## src/rtl/frame_buffer_reader.sv

```systemverilog
// Raster-order read sequencer for frame_buffer with a 2-entry skid FIFO toward the edge-detect pipeline.
// States: IDLE wait for start | READ issue buffer reads | DRAIN flush FIFO | DONE one-cycle done pulse
module frame_buffer_reader #(
    parameter int P_COLUMNS     = 640,
    parameter int P_ROWS        = 3,
    parameter int P_PIXEL_DEPTH = 24
) (
    input  logic                           I_CLK,
    input  logic                           I_RESET,
    input  logic                           I_ENABLE,
    input  logic                           I_START,
    output logic [$clog2(P_COLUMNS)-1:0]   O_BUF_COL,
    output logic [$clog2(P_ROWS)-1:0]      O_BUF_ROW,
    output logic                           O_BUF_READ_ENABLE,
    input  logic [P_PIXEL_DEPTH-1:0]       I_BUF_PIXEL,
    output logic [P_PIXEL_DEPTH-1:0]       O_PIXEL,
    output logic [$clog2(P_COLUMNS)-1:0]   O_PIXEL_COL,
    output logic [$clog2(P_ROWS)-1:0]      O_PIXEL_ROW,
    output logic                           O_LAST,
    output logic                           O_VALID,
    input  logic                           I_READY,
    output logic                           O_BUSY,
    output logic                           O_DONE
);

    localparam int COL_W = $clog2(P_COLUMNS);
    localparam int ROW_W = $clog2(P_ROWS);

    typedef enum logic [1:0] {
        ST_IDLE,
        ST_READ,
        ST_DRAIN,
        ST_DONE
    } state_t;

    state_t state;
    state_t state_next;

    logic [COL_W-1:0]         col_cnt;
    logic [ROW_W-1:0]         row_cnt;
    logic                     inflight;
    logic                     inflight_last;
    logic [COL_W-1:0]         inflight_col;
    logic [ROW_W-1:0]         inflight_row;

    logic [P_PIXEL_DEPTH-1:0] fifo_pixel [2];
    logic [COL_W-1:0]         fifo_col   [2];
    logic [ROW_W-1:0]         fifo_row   [2];
    logic [1:0]               fifo_last;
    logic                     rd_ptr;
    logic                     wr_ptr;
    logic [1:0]               count;

    logic                     issue;
    logic                     push;
    logic                     pop;
    logic                     col_end;
    logic                     last_addr;
    logic [2:0]               fill_level;

    assign col_end   = (col_cnt == COL_W'(P_COLUMNS - 1));
    assign last_addr = col_end && (row_cnt == ROW_W'(P_ROWS - 1));
    assign push      = inflight;
    assign pop       = O_VALID && I_READY;

    // A read is only issued if its pixel is guaranteed a FIFO slot when it lands.
    assign fill_level = {1'b0, count} + {2'b00, inflight} - {2'b00, pop};
    assign issue      = (state == ST_READ) && I_ENABLE && (fill_level < 3'd2);

    assign O_BUF_READ_ENABLE = issue;
    assign O_BUF_COL         = col_cnt;
    assign O_BUF_ROW         = row_cnt;
    assign O_VALID           = (count != 2'd0);
    assign O_PIXEL           = fifo_pixel[rd_ptr];
    assign O_PIXEL_COL       = fifo_col[rd_ptr];
    assign O_PIXEL_ROW       = fifo_row[rd_ptr];
    assign O_LAST            = fifo_last[rd_ptr];
    assign O_BUSY            = (state != ST_IDLE);
    assign O_DONE            = (state == ST_DONE);

    always_comb begin
        state_next = state;
        case (state)
            ST_IDLE:  if (I_START) state_next = ST_READ;
            ST_READ:  if (issue && last_addr) state_next = ST_DRAIN;
            ST_DRAIN: if ((count == 2'd0) && !inflight) state_next = ST_DONE;
            ST_DONE:  state_next = ST_IDLE;
            default:  state_next = ST_IDLE;
        endcase
    end

    always_ff @(posedge I_CLK) begin
        if (!I_RESET) begin
            state <= ST_IDLE;
        end else begin
            state <= state_next;
        end
    end

    always_ff @(posedge I_CLK) begin
        if (!I_RESET) begin
            col_cnt       <= '0;
            row_cnt       <= '0;
            inflight      <= 1'b0;
            inflight_last <= 1'b0;
            inflight_col  <= '0;
            inflight_row  <= '0;
        end else begin
            inflight <= issue;
            if (issue) begin
                inflight_last <= last_addr;
                inflight_col  <= col_cnt;
                inflight_row  <= row_cnt;
                if (last_addr) begin
                    col_cnt <= '0;
                    row_cnt <= '0;
                end else if (col_end) begin
                    col_cnt <= '0;
                    row_cnt <= row_cnt + 1'b1;
                end else begin
                    col_cnt <= col_cnt + 1'b1;
                end
            end
        end
    end

    // Storage is cleared too so every output reads 0 right after reset.
    always_ff @(posedge I_CLK) begin
        if (!I_RESET) begin
            for (int i = 0; i < 2; i++) begin
                fifo_pixel[i] <= '0;
                fifo_col[i]   <= '0;
                fifo_row[i]   <= '0;
            end
            fifo_last <= '0;
            rd_ptr    <= 1'b0;
            wr_ptr    <= 1'b0;
            count     <= 2'd0;
        end else begin
            if (push) begin
                fifo_pixel[wr_ptr] <= I_BUF_PIXEL;
                fifo_col[wr_ptr]   <= inflight_col;
                fifo_row[wr_ptr]   <= inflight_row;
                fifo_last[wr_ptr]  <= inflight_last;
                wr_ptr             <= ~wr_ptr;
            end
            if (pop) begin
                rd_ptr <= ~rd_ptr;
            end
            if (push && !pop) begin
                count <= count + 2'd1;
            end else if (pop && !push) begin
                count <= count - 2'd1;
            end
        end
    end

endmodule

```

## config.mk

```make
export PLATFORM = sky130hd
export DESIGN_NAME = frame_buffer_reader
export DESIGN_NICKNAME = d
export VERILOG_FILES = /design/src/rtl/frame_buffer_reader.sv
export SDC_FILE = /design/constraint.sdc
export NUM_CORES = 1
export LEC_CHECK = 0
export ABC_AREA = 1
export CORE_ASPECT_RATIO = 1.4
export CORE_UTILIZATION = 47
export DETAILED_ROUTE_END_ITERATION = 8
export PLACE_DENSITY = 0.73
export SLEW_MARGIN = 10
export SYNTH_ARGS = -nofsm -noshare
export SYNTH_HDL_FRONTEND = slang
export SYNTH_SLANG_ARGS = --single-unit
```

## constraint.sdc

```tcl
create_clock -name I_CLK -period 2.8 [get_ports I_CLK]
set_input_delay 0.56 -clock I_CLK [delete_from_list [all_inputs] [get_ports I_CLK]]
set_output_delay 0.56 -clock I_CLK [all_outputs]
set_load 0.1 [all_outputs]
```

# Word-level counts from Yosys, hierarchy flattened

Memory sizes are Yosys's and may differ from the RTL's. A register that Yosys moved wholly into a read port is not among the register bits.
Index checks and enable logic that the tools add are counted.

Register bits: 34
RAM bits: 72
Input port bits: 29
Output and inout port bits: 53
Word-level logic and storage cells: 90
Memories: 3

Add/subtract/negate cells: 6
$lt $le $gt $ge: 4
Equal/unequal tests: 8
Multiplexer cells: 34
Bitwise operators: 2
Reduce and logical (&&, ||, !) cells: 22

Memories:

| memory     | depth | bits a word | read ports | clocked after Yosys merged registers in | wr ports | RTL line | text |
|---|---|---|---|---|---|---|---|
| fifo_pixel | 2     | 24          | 1          | 1                                       | 2        | 46       | `logic [P_PIXEL_DEPTH-1:0] fifo_pixel [2];` |
| fifo_col   | 2     | 10          | 1          | 1                                       | 2        | 47       | `logic [COL_W-1:0] fifo_col [2];` |
| fifo_row   | 2     | 2           | 1          | 1                                       | 2        | 48       | `logic [ROW_W-1:0] fifo_row [2];` |

Operators by type and width:

| operator                | count |
|---|---|
| $mux W10                | 3 |
| $mux W24                | 1 |
| $reduce_or A24 Y1       | 1 |
| $mux W1                 | 19 |
| $mux W2                 | 8 |
| $add A10 B1 Y10 const B | 1 |
| $eq A10 B10 Y1 const B  | 1 |
| $reduce_or A10 Y1       | 1 |
| $logic_and A1 B1 Y1     | 9 |
| $pmux W2 S4             | 1 |
| $reduce_bool A2 Y1      | 4 |
| $eq A2 B2 Y1 const B    | 3 |
| $add A2 B1 Y2 const B   | 2 |
| $logic_not A2 Y1        | 2 |
| $lt A1 B2 Y1 const B    | 2 |
| $ne A2 B2 Y1 const B    | 2 |
| $add A2 B1 Y3           | 1 |
| $lt A3 B2 Y1 const B    | 1 |
| $reduce_and A3 Y1       | 1 |
| $sub A3 B1 Y3           | 1 |
| $bwmux W2               | 1 |
| $eq A2 B1 Y1 const B    | 1 |
| $logic_not A1 Y1        | 2 |
| $ne A2 B1 Y1 const B    | 1 |
| 6 further kinds         | 7 |

# Depth between registers and ports, before layout

Depth in word-level cells: 8
Gate-level depth with buffers: 18

# Worst setup path before layout

No wires, ideal clock.

Path kind: reg-to-output
Start: register count[1]
End: output port O_BUF_READ_ENABLE
Arrival time: 3216 ps
Path slack: -976 ps
Cell stages (with the launch flop): 11
Path buffers: 1
Path through: dfxtp_1 > inv_2 > nand2_1 > nand2_1 > inv_1 > ha_1 > or2_2 > fa_1 > nand3_2 > nor2_8 > buf_2

Longest elaborated chain between the ends: 5
Elaborated cells on any way between the ends: 6

RTL lines:

| element                  | RTL line | text |
|---|---|---|
| start: declaration       | 52       | `logic [1:0] count;` |
| start signal: assignment | 151      | `count <= count + 2'd1;` |
| start signal: assignment | 153      | `count <= count - 2'd1;` |
| $reduce_bool A2 Y1       | 73       | `assign O_VALID = (count != 2'd0);` |
| net O_VALID              | 20       | `output logic O_VALID,` |
| $logic_and A1 B1 Y1      | 64       | `assign pop = O_VALID && I_READY;` |
| net pop                  | 56       | `logic pop;` |
| $sub A3 B1 Y3            | 67       | `assign fill_level = {1'b0, count} + {2'b00, inflight} - {2'b00, pop};` |
| $lt A3 B2 Y1             | 68       | `assign issue = (state == ST_READ) && I_ENABLE && (fill_level < 3'd2);` |
| $logic_and A1 B1 Y1      | 68       |  |
| end: declaration         | 14       | `output logic O_BUF_READ_ENABLE,` |

The timed path passes the listed nets, and every way through them passes these cells.

# Worst setup path after layout

Start: input port I_READY
End: output port O_BUF_READ_ENABLE

Longest elaborated chain between the ends: 4

RTL lines:

| element             | RTL line | text |
|---|---|---|
| start: declaration  | 21       | `input logic I_READY,` |
| $logic_and A1 B1 Y1 | 64       |  |
| net pop             | 56       |  |
| $sub A3 B1 Y3       | 67       |  |
| $lt A3 B2 Y1        | 68       |  |
| $logic_and A1 B1 Y1 | 68       |  |

The timed path passes the listed nets, and every way through them passes these cells.

==> metrics.md <==
| Metric | Value |
|---|---|
| Final ANT Viol Nets | `0` |
| Synth warnings | `0` |
| GRT Overall Usage | `0.197` |
| Maximum number of pins on one net before global-route repair | `38` |
| Number of clock buffers inserted by TritonCTS | `9` |
| Share of the yosys chip area belonging to registers | `0.625` |
| Hold buffers post-CTS | `0` |
| Final Hold Fails | `0` |
| Power density over cell area | `a little over 900 nW/um2` |
| Data required time at the worst endpoint | `about 2200 ps` |
| Synthesized Nets | `between 400 and 500` |
| Floorplan die area | `between 10000 and 15000 um2` |
| Filler cell count | `roughly 730` |
| Core Footprint | `9460 um2` |
| Max frequency | `between 300 and 400 MHz` |
| Number of max-slew violations in the final report | `0` |
| Mean instance size in the synthesized netlist | `approximately 11 um2` |
| Root buffer cell | `sky130_fd_sc_hd__clkbuf_16` |
| Cell Area, Placed | `around 6000 um2` |
| Yosys cell types | `30` |
| Vias in the first global route | `3234` |
| CTS tree | `yes` |
| Share of cells above drive strength 1 | `0.286` |
| Number of standard cells after synthesis | `between 400 and 500` |
| Drt total wl | `between 9000 and 10000 um` |
| Final critical-path share of the clock period | `1.02` |
| Post-layout net count | `562` |
| Total standard cell area after synthesis | `roughly 4600 um2` |
| Crit. End Element | `output port` |
| Max-slew headroom | `0.708` |
| Worst hold path type | `flop to flop` |
| Effective utilization at floorplan | `0.485` |
| Vias per std cell | `5.03` |
| Number of H-tree levels | `3` |
| Antenna fix cells | `0` |
| Worst setup skew after layout | `around 9.5 ps` |
| Transition time at the pin with the least slew margin | `438 ps` |
| Area taken by multi-input logic gates | `around 1500 um2` |
| Lkg Pwr | `between 2 and 3 nW` |
| Maximum capacitance violations | `0` |
| Number of remaining DRC errors | `0` |
| Rows | `42` |
| Min Tclk post-route | `2860 ps` |
| Commonest cells after routing, fill and taps aside | `92 x sky130_fd_sc_hd__nor2_1, 72 x sky130_fd_sc_hd__edfxtp_1, 56 x sky130_fd_sc_hd__inv_1` |
| Vert. Die Dim | `between 100 and 150 um` |
| Status | `finished with violations` |
| Type of origin of the critical path | `input port` |
| Most common cell after layout, fill and taps aside | `sky130_fd_sc_hd__nor2_1` |
| # setup viols final | `1` |
| Failing checks | `setup timing` |
| Gr ovfl total | `0` |
| Worst-skew pair later-pin latency | `roughly 340 ps` |
| TNS Setup | `-62.4 ps` |
| Detailed router's first-iteration violation count | `190` |
| Maximum fanout along the worst path | `2` |
| Die X-Extent | `between 80 and 90 um` |
| HPWL after DPL | `about 6200 um` |
| Number of register bits inferred by synthesis | `roughly 110` |
| Largest vdd supply drop | `between 700 and 800 uV` |
| Clock-pin transition on the worst setup and hold timing paths | `around 70 ps` |
| Max clock buf depth | `2` |
| Post-route cell area | `between 6000 and 7000 um2` |
| Unrepaired setup endpoints after global routing | `true` |
| Global-route wire length before repair | `about 15000 um` |
| Average wire per cell in the routed design | `14.3 um` |
| Count of input and output buffers | `81` |
| First drt pass iteration count | `4` |
| Storage element area | `2870 um2` |
| Routability cong. | `between 0.8 and 0.9` |
| Share of Yosys cell area claimed by the top area cell type | `0.472` |
| Crit path DAT | `about 2300 ps` |
| Area growth from synthesis to layout | `38.6%` |
| I/O Pins | `between 80 and 90` |
| Clk sinks | `107` |
| Number of vias after detailed routing | `around 3200` |
| Cell type with the largest total area after synthesis | `sky130_fd_sc_hd__edfxtp_1` |
| Dominant cells by area after synthesis | `sky130_fd_sc_hd__edfxtp_1 47%, sky130_fd_sc_hd__dfxtp_1 15%, sky130_fd_sc_hd__mux2_2 8.8%` |
| Path type of the worst setup path | `input port to output port` |
| Number of antenna violations at the first check in global routing | `0` |
| Worst hold-check slack | `between 400 and 500 ps` |
| Worst Setup Slack, final | `-62.4 ps` |
==> path summary, 6_finish.rpt <==
kind | startpoint | to | slack (ps) | depth (start not counted)
setup / recovery | I_READY | O_BUF_READ_ENABLE | -60 | 9
hold / removal | inflight_col[3]$_SDFFE_PN0P_ | inflight_col[3]$_SDFFE_PN0P_ | 480 | 2
setup reg to reg | count[1]$_SDFFE_PN0P_ | state[0]$_SDFFE_PN0P_ | 140 | 16
hold reg to reg | inflight_col[3]$_SDFFE_PN0P_ | inflight_col[3]$_SDFFE_PN0P_ | 480 | 2
==> cell usage after synthesis <==
cell and n:
sky130_fd_sc_hd__clkbuf_1 4, sky130_fd_sc_hd__buf_1 4, sky130_fd_sc_hd__nand2_2 3, sky130_fd_sc_hd__nand2_1 28
sky130_fd_sc_hd__nand4_1 1, sky130_fd_sc_hd__o22ai_1 1, sky130_fd_sc_hd__o21ai_0 18, sky130_fd_sc_hd__nor2_8 1
sky130_fd_sc_hd__ha_1 9, sky130_fd_sc_hd__nor2_2 1, sky130_fd_sc_hd__mux2_2 36, sky130_fd_sc_hd__fa_1 1
sky130_fd_sc_hd__nand3_1 11, sky130_fd_sc_hd__nor2_4 1, sky130_fd_sc_hd__nor3b_1 2, sky130_fd_sc_hd__nand3_2 1
sky130_fd_sc_hd__o21ai_1 3, sky130_fd_sc_hd__edfxtp_1 72, sky130_fd_sc_hd__nand2_4 1, sky130_fd_sc_hd__a211oi_1 1
sky130_fd_sc_hd__nor3_1 2, sky130_fd_sc_hd__o21a_1 2, sky130_fd_sc_hd__inv_2 3, sky130_fd_sc_hd__dfxtp_1 35
sky130_fd_sc_hd__or2_2 1, sky130_fd_sc_hd__a21oi_1 24, sky130_fd_sc_hd__nor2_1 92, sky130_fd_sc_hd__buf_2 8
sky130_fd_sc_hd__xor2_1 1, sky130_fd_sc_hd__inv_1 58
==> what timing repair did <==
action,CTS,global route
endpoints found under the setup margin,10,10
pin swaps,4,3
resized for setup,4,2
cloned,0,0
buffers inserted,5,1
==> metal layers <==
layer,GRT usage,up-vias,part of all wire
met1,0.220,1513,0.39
met5,0,-,0
met2,0.353,86,0.55
li1,-,1595,-
met3,0.0492,12,0.050
met4,0.0781,0,0.016
==> stage by stage <==
step | std cells | setup slack, ps | total power [W] | utilization
2_1_floorplan | 425 | 18.4 | 0.00373 | -
3_3_place_gp | 616 | -381 | 0.00451 | 0.633
3_5_place_dp | 616 | -450 | 0.00455 | 0.633
4_1_cts | 637 | -176 | 0.00583 | 0.669
5_1_grt | 638 | -131 | 0.00604 | 0.672
6_report | 638 | -62.4 | 0.00580 | 0.672
==> power by group <==
part           total (W)  internal, W  leakage, nW  switching, W
Clock            0.00122     0.000662        0.145      0.000557
Sequential       0.00193      0.00184         1.03     0.0000882
Combinational    0.00265     0.000928         1.42       0.00172
Total            0.00580      0.00344         2.59       0.00237
==> critical path, stage by stage <==
cell and delay (ps):
sky130_fd_sc_hd__dlygate4sd2_1 260, sky130_fd_sc_hd__nand2_4 80, sky130_fd_sc_hd__inv_4 40, sky130_fd_sc_hd__ha_4 190, sky130_fd_sc_hd__or2_4 220, sky130_fd_sc_hd__fa_1 520, sky130_fd_sc_hd__nand3_4 100, sky130_fd_sc_hd__nor2_8 130
sky130_fd_sc_hd__buf_12 180
==> logic make-up (layout without fill, tap and decap cells) <==
family | count (synthesis) | after routing | share of synthesized area
and+or+nand+nor | 145 | 145 | 0.135
adders and majority gates | 10 | 10 | 0.0289
AOI/OAI and AO/OA | 49 | 49 | 0.0554
muxes | 36 | 36 | 0.0885
buffers and inverters | 77 | 180 | 0.0652
DFF | 107 | 107 | 0.625
xor gates and xnor gates | 1 | 1 | 0.00191
==> flip-flops by register name (all words and copies together) (netlist names), 4 cells and up, named ones only <==
register      cells
inflight_col     10
O_BUF_COL        10
fifo_col         20
fifo_pixel       48
fifo_row          4
==> area by class of cell <==
class                           count  share of cell area
Clock inverter                      6             0.00709
Tap cell                          110              0.0217
Timing Repair Buffer              103               0.209
Inverter                           61              0.0368
Multi-Input combinational cell    241               0.234
Sequential cell                   107               0.451
Clock buffer                       10              0.0394
(Power assumes the default switching activity.)
